## src/rtl/refill_pkg.sv

```systemverilog
`default_nettype none
// ============================================================================
// Module      : refill_pkg
// Description : Shared state encoding and defaults for the cache refill FSM.
// Revision    : 1.0 - initial release
// ============================================================================
package refill_pkg;

    localparam int TIMEOUT_CYCLES_DEFAULT = 255;
    localparam int CNT_WIDTH              = 8;

    typedef enum logic [1:0] {
        ST_IDLE = 2'd0,
        ST_REQ  = 2'd1,
        ST_FILL = 2'd2
    } state_t;

endpackage : refill_pkg
`default_nettype wire

```

## src/rtl/mem_refill_ctrl.sv

```systemverilog
`default_nettype none
// ============================================================================
// Module      : mem_refill_ctrl
// Description : Single-outstanding cache miss refill controller with timeout.
// Revision    : 1.0 - initial release
// ============================================================================
module mem_refill_ctrl
    import refill_pkg::*;
#(
    parameter int ADDRESS_WIDTH  = 32,
    parameter int DATA_WIDTH     = 32,
    parameter int TIMEOUT_CYCLES = TIMEOUT_CYCLES_DEFAULT
) (
    input  logic                     clk_i,
    input  logic                     rst_i,
    input  logic                     miss_i,
    input  logic                     we_i,
    input  logic [ADDRESS_WIDTH-1:0] addr_i,
    input  logic [DATA_WIDTH-1:0]    wdata_i,
    output logic                     mem_req_o,
    output logic                     mem_we_o,
    output logic [ADDRESS_WIDTH-1:0] mem_addr_o,
    output logic [DATA_WIDTH-1:0]    mem_wdata_o,
    input  logic                     mem_ready_i,
    input  logic [DATA_WIDTH-1:0]    mem_rdata_i,
    output logic                     fill_valid_o,
    output logic [ADDRESS_WIDTH-1:0] fill_addr_o,
    output logic [DATA_WIDTH-1:0]    fill_data_o,
    output logic                     stall_o,
    output logic                     err_o
);

    // Timeout fires on the TIMEOUT_CYCLES-th consecutive REQ cycle without ready.
    localparam logic [CNT_WIDTH-1:0] c_TIMEOUT_LAST = CNT_WIDTH'(TIMEOUT_CYCLES - 1);

    state_t                     r_state;
    state_t                     w_next_state;
    logic [CNT_WIDTH-1:0]       r_cnt;
    logic                       r_we;
    logic [ADDRESS_WIDTH-1:0]   r_addr;
    logic [DATA_WIDTH-1:0]      r_wdata;
    logic [ADDRESS_WIDTH-1:0]   r_fill_addr;
    logic [DATA_WIDTH-1:0]      r_fill_data;
    logic                       r_err;
    logic                       w_timeout;

    assign w_timeout = (r_state == ST_REQ) && !mem_ready_i && (r_cnt == c_TIMEOUT_LAST);

    always_ff @(posedge clk_i or posedge rst_i) begin
        if (rst_i) begin
            r_state <= ST_IDLE;
        end else begin
            r_state <= w_next_state;
        end
    end

    always_comb begin
        w_next_state = r_state;
        case (r_state)
            ST_IDLE: if (miss_i) w_next_state = ST_REQ;
            ST_REQ:  if (mem_ready_i || w_timeout) w_next_state = ST_FILL;
            ST_FILL: w_next_state = ST_IDLE;
            default: w_next_state = ST_IDLE;
        endcase
    end

    always_comb begin
        mem_req_o    = (r_state == ST_REQ);
        mem_we_o     = (r_state == ST_REQ) && r_we;
        fill_valid_o = (r_state == ST_FILL);
        stall_o      = miss_i || (r_state != ST_IDLE);
    end

    always_ff @(posedge clk_i or posedge rst_i) begin
        if (rst_i) begin
            r_cnt       <= '0;
            r_we        <= 1'b0;
            r_addr      <= '0;
            r_wdata     <= '0;
            r_fill_addr <= '0;
            r_fill_data <= '0;
            r_err       <= 1'b0;
        end else begin
            case (r_state)
                ST_IDLE: begin
                    if (miss_i) begin
                        r_cnt   <= '0;
                        r_we    <= we_i;
                        r_addr  <= {addr_i[ADDRESS_WIDTH-1:2], 2'b00};
                        r_wdata <= wdata_i;
                    end
                end
                ST_REQ: begin
                    // Ready wins over a simultaneous timeout.
                    if (mem_ready_i) begin
                        r_fill_addr <= r_addr;
                        r_fill_data <= r_we ? r_wdata : mem_rdata_i;
                    end else if (w_timeout) begin
                        r_fill_addr <= r_addr;
                        r_fill_data <= '0;
                        r_err       <= 1'b1;
                    end else begin
                        r_cnt <= r_cnt + CNT_WIDTH'(1);
                    end
                end
                default: ;
            endcase
        end
    end

    assign mem_addr_o  = r_addr;
    assign mem_wdata_o = r_wdata;
    assign fill_addr_o = r_fill_addr;
    assign fill_data_o = r_fill_data;
    assign err_o       = r_err;

endmodule : mem_refill_ctrl
`default_nettype wire

```

## config.mk

```make
export PLATFORM = sky130hd
export DESIGN_NAME = mem_refill_ctrl
export DESIGN_NICKNAME = d
export VERILOG_FILES = /design/src/rtl/refill_pkg.sv /design/src/rtl/mem_refill_ctrl.sv
export SDC_FILE = /design/constraint.sdc
export NUM_CORES = 1
export LEC_CHECK = 0
export CAP_MARGIN = 5
export CORE_MARGIN = 4
export CORE_UTILIZATION = 46
export DETAILED_ROUTE_END_ITERATION = 10
export PLACE_DENSITY_LB_ADDON = 0.2
export SYNTH_ARGS = -nofsm -noshare
export SYNTH_HDL_FRONTEND = slang
export SYNTH_SLANG_ARGS = --single-unit
```

## constraint.sdc

```tcl
create_clock -name clk_i -period 9.12 [get_ports clk_i]
set_input_delay 0.912 -clock clk_i [delete_from_list [all_inputs] [get_ports clk_i]]
set_output_delay 0.912 -clock clk_i [all_outputs]
set_load 0.01 [all_outputs]
```

==> results of run 1 <==
## report_power, final
group	total (uW)	leakage, uW	internal [uW]	switching [uW]
sequential	1060	0.00170	854	207
combinational	1130	0.00204	676	458
clock	746	0.000311	497	249
## metal layers
| layer | vias up | wire (um) | global-route usage (%) |
|---|---|---|---|
| met2 | 166 | 7658 | 36.87 |
| met5 | - | 0 | 0 |
| li1 | 2117 | - | - |
| met1 | 2208 | 6564 | 26.76 |
| met4 | 0 | 157 | 8.182 |
| met3 | 10 | 1249 | 8.689 |
## synthesized netlist by cell type (all sizes together), types with 2 or more instances
| master | count |
|---|---|
| nor2 | 6 |
| inv | 3 |
| mux2 | 30 |
| nand2 | 196 |
| nand4 | 3 |
| o211ai | 2 |
| clkbuf | 14 |
| nor3b | 2 |
| o21ai | 5 |
| buf | 18 |
| nand3 | 3 |
| and3 | 2 |
| mux2i | 33 |
| dfrtp | 136 |
| and2 | 2 |
| o2bb2ai | 32 |
| ha | 2 |
## stage by stage
| stage | hold slack [ps] | cell area, um2 |
|---|---|---|
| 2_1_floorplan | 493.2 | 5672 |
| 3_3_place_gp | 450.8 | 7978 |
| 3_5_place_dp | 462.4 | 7978 |
| 4_1_cts | 482.8 | 8631 |
| 5_1_grt | 506.3 | 8631 |
| 6_report | 476.5 | 8631 |
## critical path, cell delays in order, from the launching register on
cell and delay, ps:
dfrtp_2 1020, and2_1 230, clkdlybuf4s50_1 560
## cell families after synthesis
kind of cell               count (synthesis)  synth area share [%]
muxes                                     63                 13.40
buffers and inverters                     35                 3.559
and+or+nand+nor                          220                 15.80
adders and majority gates                  2                0.4420
other                                      1               0.06625
AOI/OAI and AO/OA                         43                 6.455
DFF                                      136                 60.12
xor gates and xnor gates                   1                0.1548
## area by class of cell
class	instances	area share [%]
clock inverter	13	2.320
sequential	136	39.45
multi-input combinational	333	23.99
timing repair buffer	231	26.67
tap	147	2.131
clock buffer	19	5.248
inverter	3	0.1885
## how the worst max path moves through the flow
| stage | slack, ps | endpoint | cells past startpoint |
|---|---|---|---|
| detailed placement | 5940 | fill_addr_o[29]$_DFFE_PP0P_ | 4 |
| finish | 5990 | mem_we_o | 2 |
| floorplan | 4570 | err_o$_DFFE_PP0P_ | 1 |
| global route | 5870 | mem_we_o | 2 |
| global placement | 5950 | fill_addr_o[26]$_DFFE_PP0P_ | 4 |
| CTS | 5920 | mem_we_o | 2 |
## state kept, by name, indices dropped and copies added (netlist names)
register / cells
err_o: 1
mem_addr_o: 30
fill_data_o: 32
r_we: 1
r_cnt: 8
r_state: 2
mem_wdata_o: 32
fill_addr_o: 30
==> impl_metrics.toml, run 1 <==
[outcome]
status = "complete, no violations"

[synth]
synthFlopType = "dfrtp_1"
synth_top_cell_area_share_pct = 60.12
ys_seq_area_share_pct = 60.12
yosysTopAreaCell = "dfrtp_1"
syn-cell-area_um2 = 5660
synth_cell_types = 35
ys_warn_count = 0
synth-edff-count = 0
syn_area_per_cell_um2 = 11.30
ys_ff_latch = 136
synthArstFlopShare_pct = 100.0
yosys-top-cells-area = "dfrtp_1 60%, nand2_1 13%, mux2_4 6.4%"
syn_inst = 501

[routing]
via_per_inst = 5.103
firstDrtPassIters = 4
ant_nets = 0
drt_iter0_drc = 298
postRouteWirelength_um = 15630
vias = 4501
drc = 0
drt-wirelength-per-cell_um = 17.72

[global_routing]
antenna_found_initial = 0
grt_first_pass_wirelength_um = 24900
first_global_vias = 4679
grt_overflow = 0
grt_util_all_layers_pct = 22.40
grt_max_degree = 71

[cells_and_area]
seqCellArea_um2 = 3405
fin_cells = 882
multi_input_area_um2 = 2071
final_util_pct = 71.85
syn_to_final_growth_pct = 52.48
drive_gt1_share_pct = 10.20
antenna_cells = 0
final_cell_mix = "227 x clkdlybuf4s50_1, 195 x nand2_1, 135 x dfrtp_1"
fillers = 891
final_nets = 825
final_common_cell = "clkdlybuf4s50_1"

[power]
ir_drop_v = 0.0001821
p_leak_uw = 0.004052
p_per_area_nw_per_um2 = 340.7
power.total_uw = 2941

[floorplan]
coreArea_um2 = 12010
fp-row-count = 40
start_util_pct = 47.13
die_area_um2 = 14140
die_height_um = 118.9
dieWidth_um = 118.9
ios = 234

[clock_network]
cts.sinks = 136
insertion_delay_ps = 410
numCtsBuffers = 17
clockBufferDepth = 2
cts_setup_buffers = 0
ctsHoldBuffers = 0
clockRootBuffer = "clkbuf_16"
ctsResizeCount = 0
cts_tree = "done"
h-tree-depth = 4
clkSlewWorstSetupHoldPaths_ps = 60

[min_path]
min_to = "err_o$_DFFE_PP0P_"
worstHoldStart = "err_o$_DFFE_PP0P_"
hp-class = "flop to flop"
holdPathStages = 1

[setup_path]
path_max_fanout = 34
critPathLaunch = "r_we$_DFFE_PP0P_"
worstRegToRegCells = 7
cp-start-kind = "flop"
cp.arrival_ps = 2220
rr_startpoint = "r_cnt[0]$_DFFE_PP0P_"
regToRegEndpoint = "fill_addr_o[29]$_DFFE_PP0P_"
worst-setup-path-type = "flop to output pin"
end_kind = "output pin"
worstPathRequired_ps = 8210
reg2reg_setup_slack_ps = 6420

[sta]
finalCritPeriodShare_pct = 34.34
hold_viol = 0
fin_crit_ps = 3132
setup_viol = 0
max_freq_ghz = 0.3193
grt_setup_unrepaired = "false"
tightest_slew_ps = 1227
slew_headroom_pct = 17.98
drv_slew = 0
fin_skew_ps = 10.44
fin_ws_ps = 5988
setup_tns_ps = 0

[run]
drv_cap = 0

[placed_design]
hpwlAfterDp_um = 10720
place_inst = 850
portBuffers = 227
dp_slack_ps = 5935
finalWeightedCongestion = 0.8164
Power figures use the tool's default switching activity.
==> run 2, diff against run 1 <==
CORE_UTILIZATION = 43   (was 46)
clock period = 3.22 ns   (was 9.12 ns; I/O delays follow)
==> impl_metrics.toml, run 2 (synthesis gave the netlist of run 1 again) <==
[outcome]
status = "complete, no violations"

[clock_network]
cts_setup_buffers = 0
clockBufferDepth = 2
insertion_delay_ps = 410
ctsResizeCount = 0
clkSlewWorstSetupHoldPaths_ps = 60
h-tree-depth = 4
cts_tree = "done"
cts.sinks = 136
ctsHoldBuffers = 0
clockRootBuffer = "clkbuf_16"
numCtsBuffers = 17

[setup_path]
cp-start-kind = "flop"
critPathSlowestCell = "o21ai_4"
worstPathRequired_ps = 3510
end_kind = "flop"
cp.arrival_ps = 2570
worst-setup-path-type = "flop to flop"
cpPeakStageDelay_ps = 520
path_max_fanout = 32
worstPathCellList = "inv_1 -> ha_1 -> nand3_1 -> nor2_4 -> o21ai_4 -> buf_12 -> mux2_2"

[global_routing]
globalRouteMet3Util_pct = 9.078
antenna_found_initial = 0
grt_max_degree = 36
top_usage_layer = "met2"
grt_util_all_layers_pct = 21.05
grt_overflow = 0
grtUsageMet1_pct = 25.54
grt_first_pass_wirelength_um = 24470
first_global_vias = 4724
met2_usage_pct = 33.45

[sta]
hold_viol = 0
max_freq_ghz = 0.4397
slew_headroom_pct = 50.23
finalCritPeriodShare_pct = 70.64
fin_skew_ps = 7.990
fin_crit_ps = 2274
grt_setup_unrepaired = "false"
drv_slew = 0
setup_tns_ps = 0
setup_viol = 0
tightest_slew_ps = 745.0

[routing]
drt-wirelength-per-cell_um = 17.31
drc = 0
postRouteWirelength_um = 15820
drt_iter0_drc = 269
ant_nets = 0
firstDrtPassIters = 6
via_per_inst = 4.976
vias = 4548

[cells_and_area]
syn_to_final_growth_pct = 54.07
drive_gt1_share_pct = 10.65
multi_input_area_um2 = 2071
final_nets = 832
final_cell_mix = "227 x clkdlybuf4s50_1, 195 x nand2_1, 135 x dfrtp_1"
final_common_cell = "clkdlybuf4s50_1"
antenna_cells = 0
seqCellArea_um2 = 3405
fillers = 936
fin_cells = 914

[floorplan]
ios = 234
start_util_pct = 44.31
die_height_um = 122.7
fp-row-count = 41
coreArea_um2 = 12770
die_area_um2 = 15060
dieWidth_um = 122.7

[placed_design]
finalWeightedCongestion = 0.7759
hpwlAfterDp_um = 10840
portBuffers = 227
place_inst = 882

[min_path]
hp-class = "input pin to asynchronous set/reset pin"

[run]
drv_cap = 0

[power]
ir_drop_v = 0.0005091
p_leak_uw = 0.004097
p_per_area_nw_per_um2 = 950.2
run 2: layout make-up:
type                            instances  share of cell area, %
Sequential cell                       136                  39.04
Clock inverter                          9                  1.664
Multi-Input combinational cell        333                  23.74
Clock buffer                           23                  5.481
Inverter                                3                 0.1722
Tap cell                              172                  2.468
Timing Repair Buffer                  238                  27.43
run 2: worst paths after layout:
path	from	endpoint	slack [ps]	cells after the start
min in group clk_i	addr_i[14]	mem_addr_o[14]$_DFFE_PP0P_	440	3
min reg2reg	err_o$_DFFE_PP0P_	err_o$_DFFE_PP0P_	470	1
max	r_cnt[0]$_DFFE_PP0P_	fill_addr_o[26]$_DFFE_PP0P_	950	7
max reg2reg	r_cnt[0]$_DFFE_PP0P_	fill_addr_o[26]$_DFFE_PP0P_	950	7
min	rst_i	mem_addr_o[17]$_DFFE_PP0P_	390	2
max in group asynchronous	rst_i	mem_wdata_o[15]$_DFFE_PP0P_	1970	3
run 2: per-stage QoR:
stage / util (%) / setup WS, ps / hold WS (ps) / cell area (um2) / power [uW]
4_1_cts: 68.27 / 931.2 / 416.3 / 8721 / 8384
5_1_grt: 68.27 / 805.2 / 426.6 / 8721 / 8751
3_3_place_gp: 63.40 / 962.2 / 444.1 / 8098 / 6196
3_5_place_dp: 63.40 / 935.7 / 446.4 / 8098 / 6291
6_report: 68.27 / 945.5 / 388.1 / 8721 / 8287
2_1_floorplan: - / 1205 / 427.4 / 5675 / 4373
run 2: report_power, final:
part	internal, uW	switching (uW)
registers	2420	503
clock network	1350	691
logic	1940	1390
total	5710	2580
run 2: critical path: cells and delay by family, from the launching register on:
family / cells / cell delay, ps
AOI/OAI and AO/OA: 1 / 520
adders and majority gates: 1 / 220
buffers and inverters: 2 / 340
DFF: 1 / 430
muxes: 1 / 350
and+or+nand+nor: 2 / 280
run 2: metal layers:
metal / vias to the layer above / part of all wire (%)
li1: 2121 / -
met1: 2203 / 40
met2: 199 / 47
met3: 25 / 11
met4: 0 / 2.1
met5: - / 0
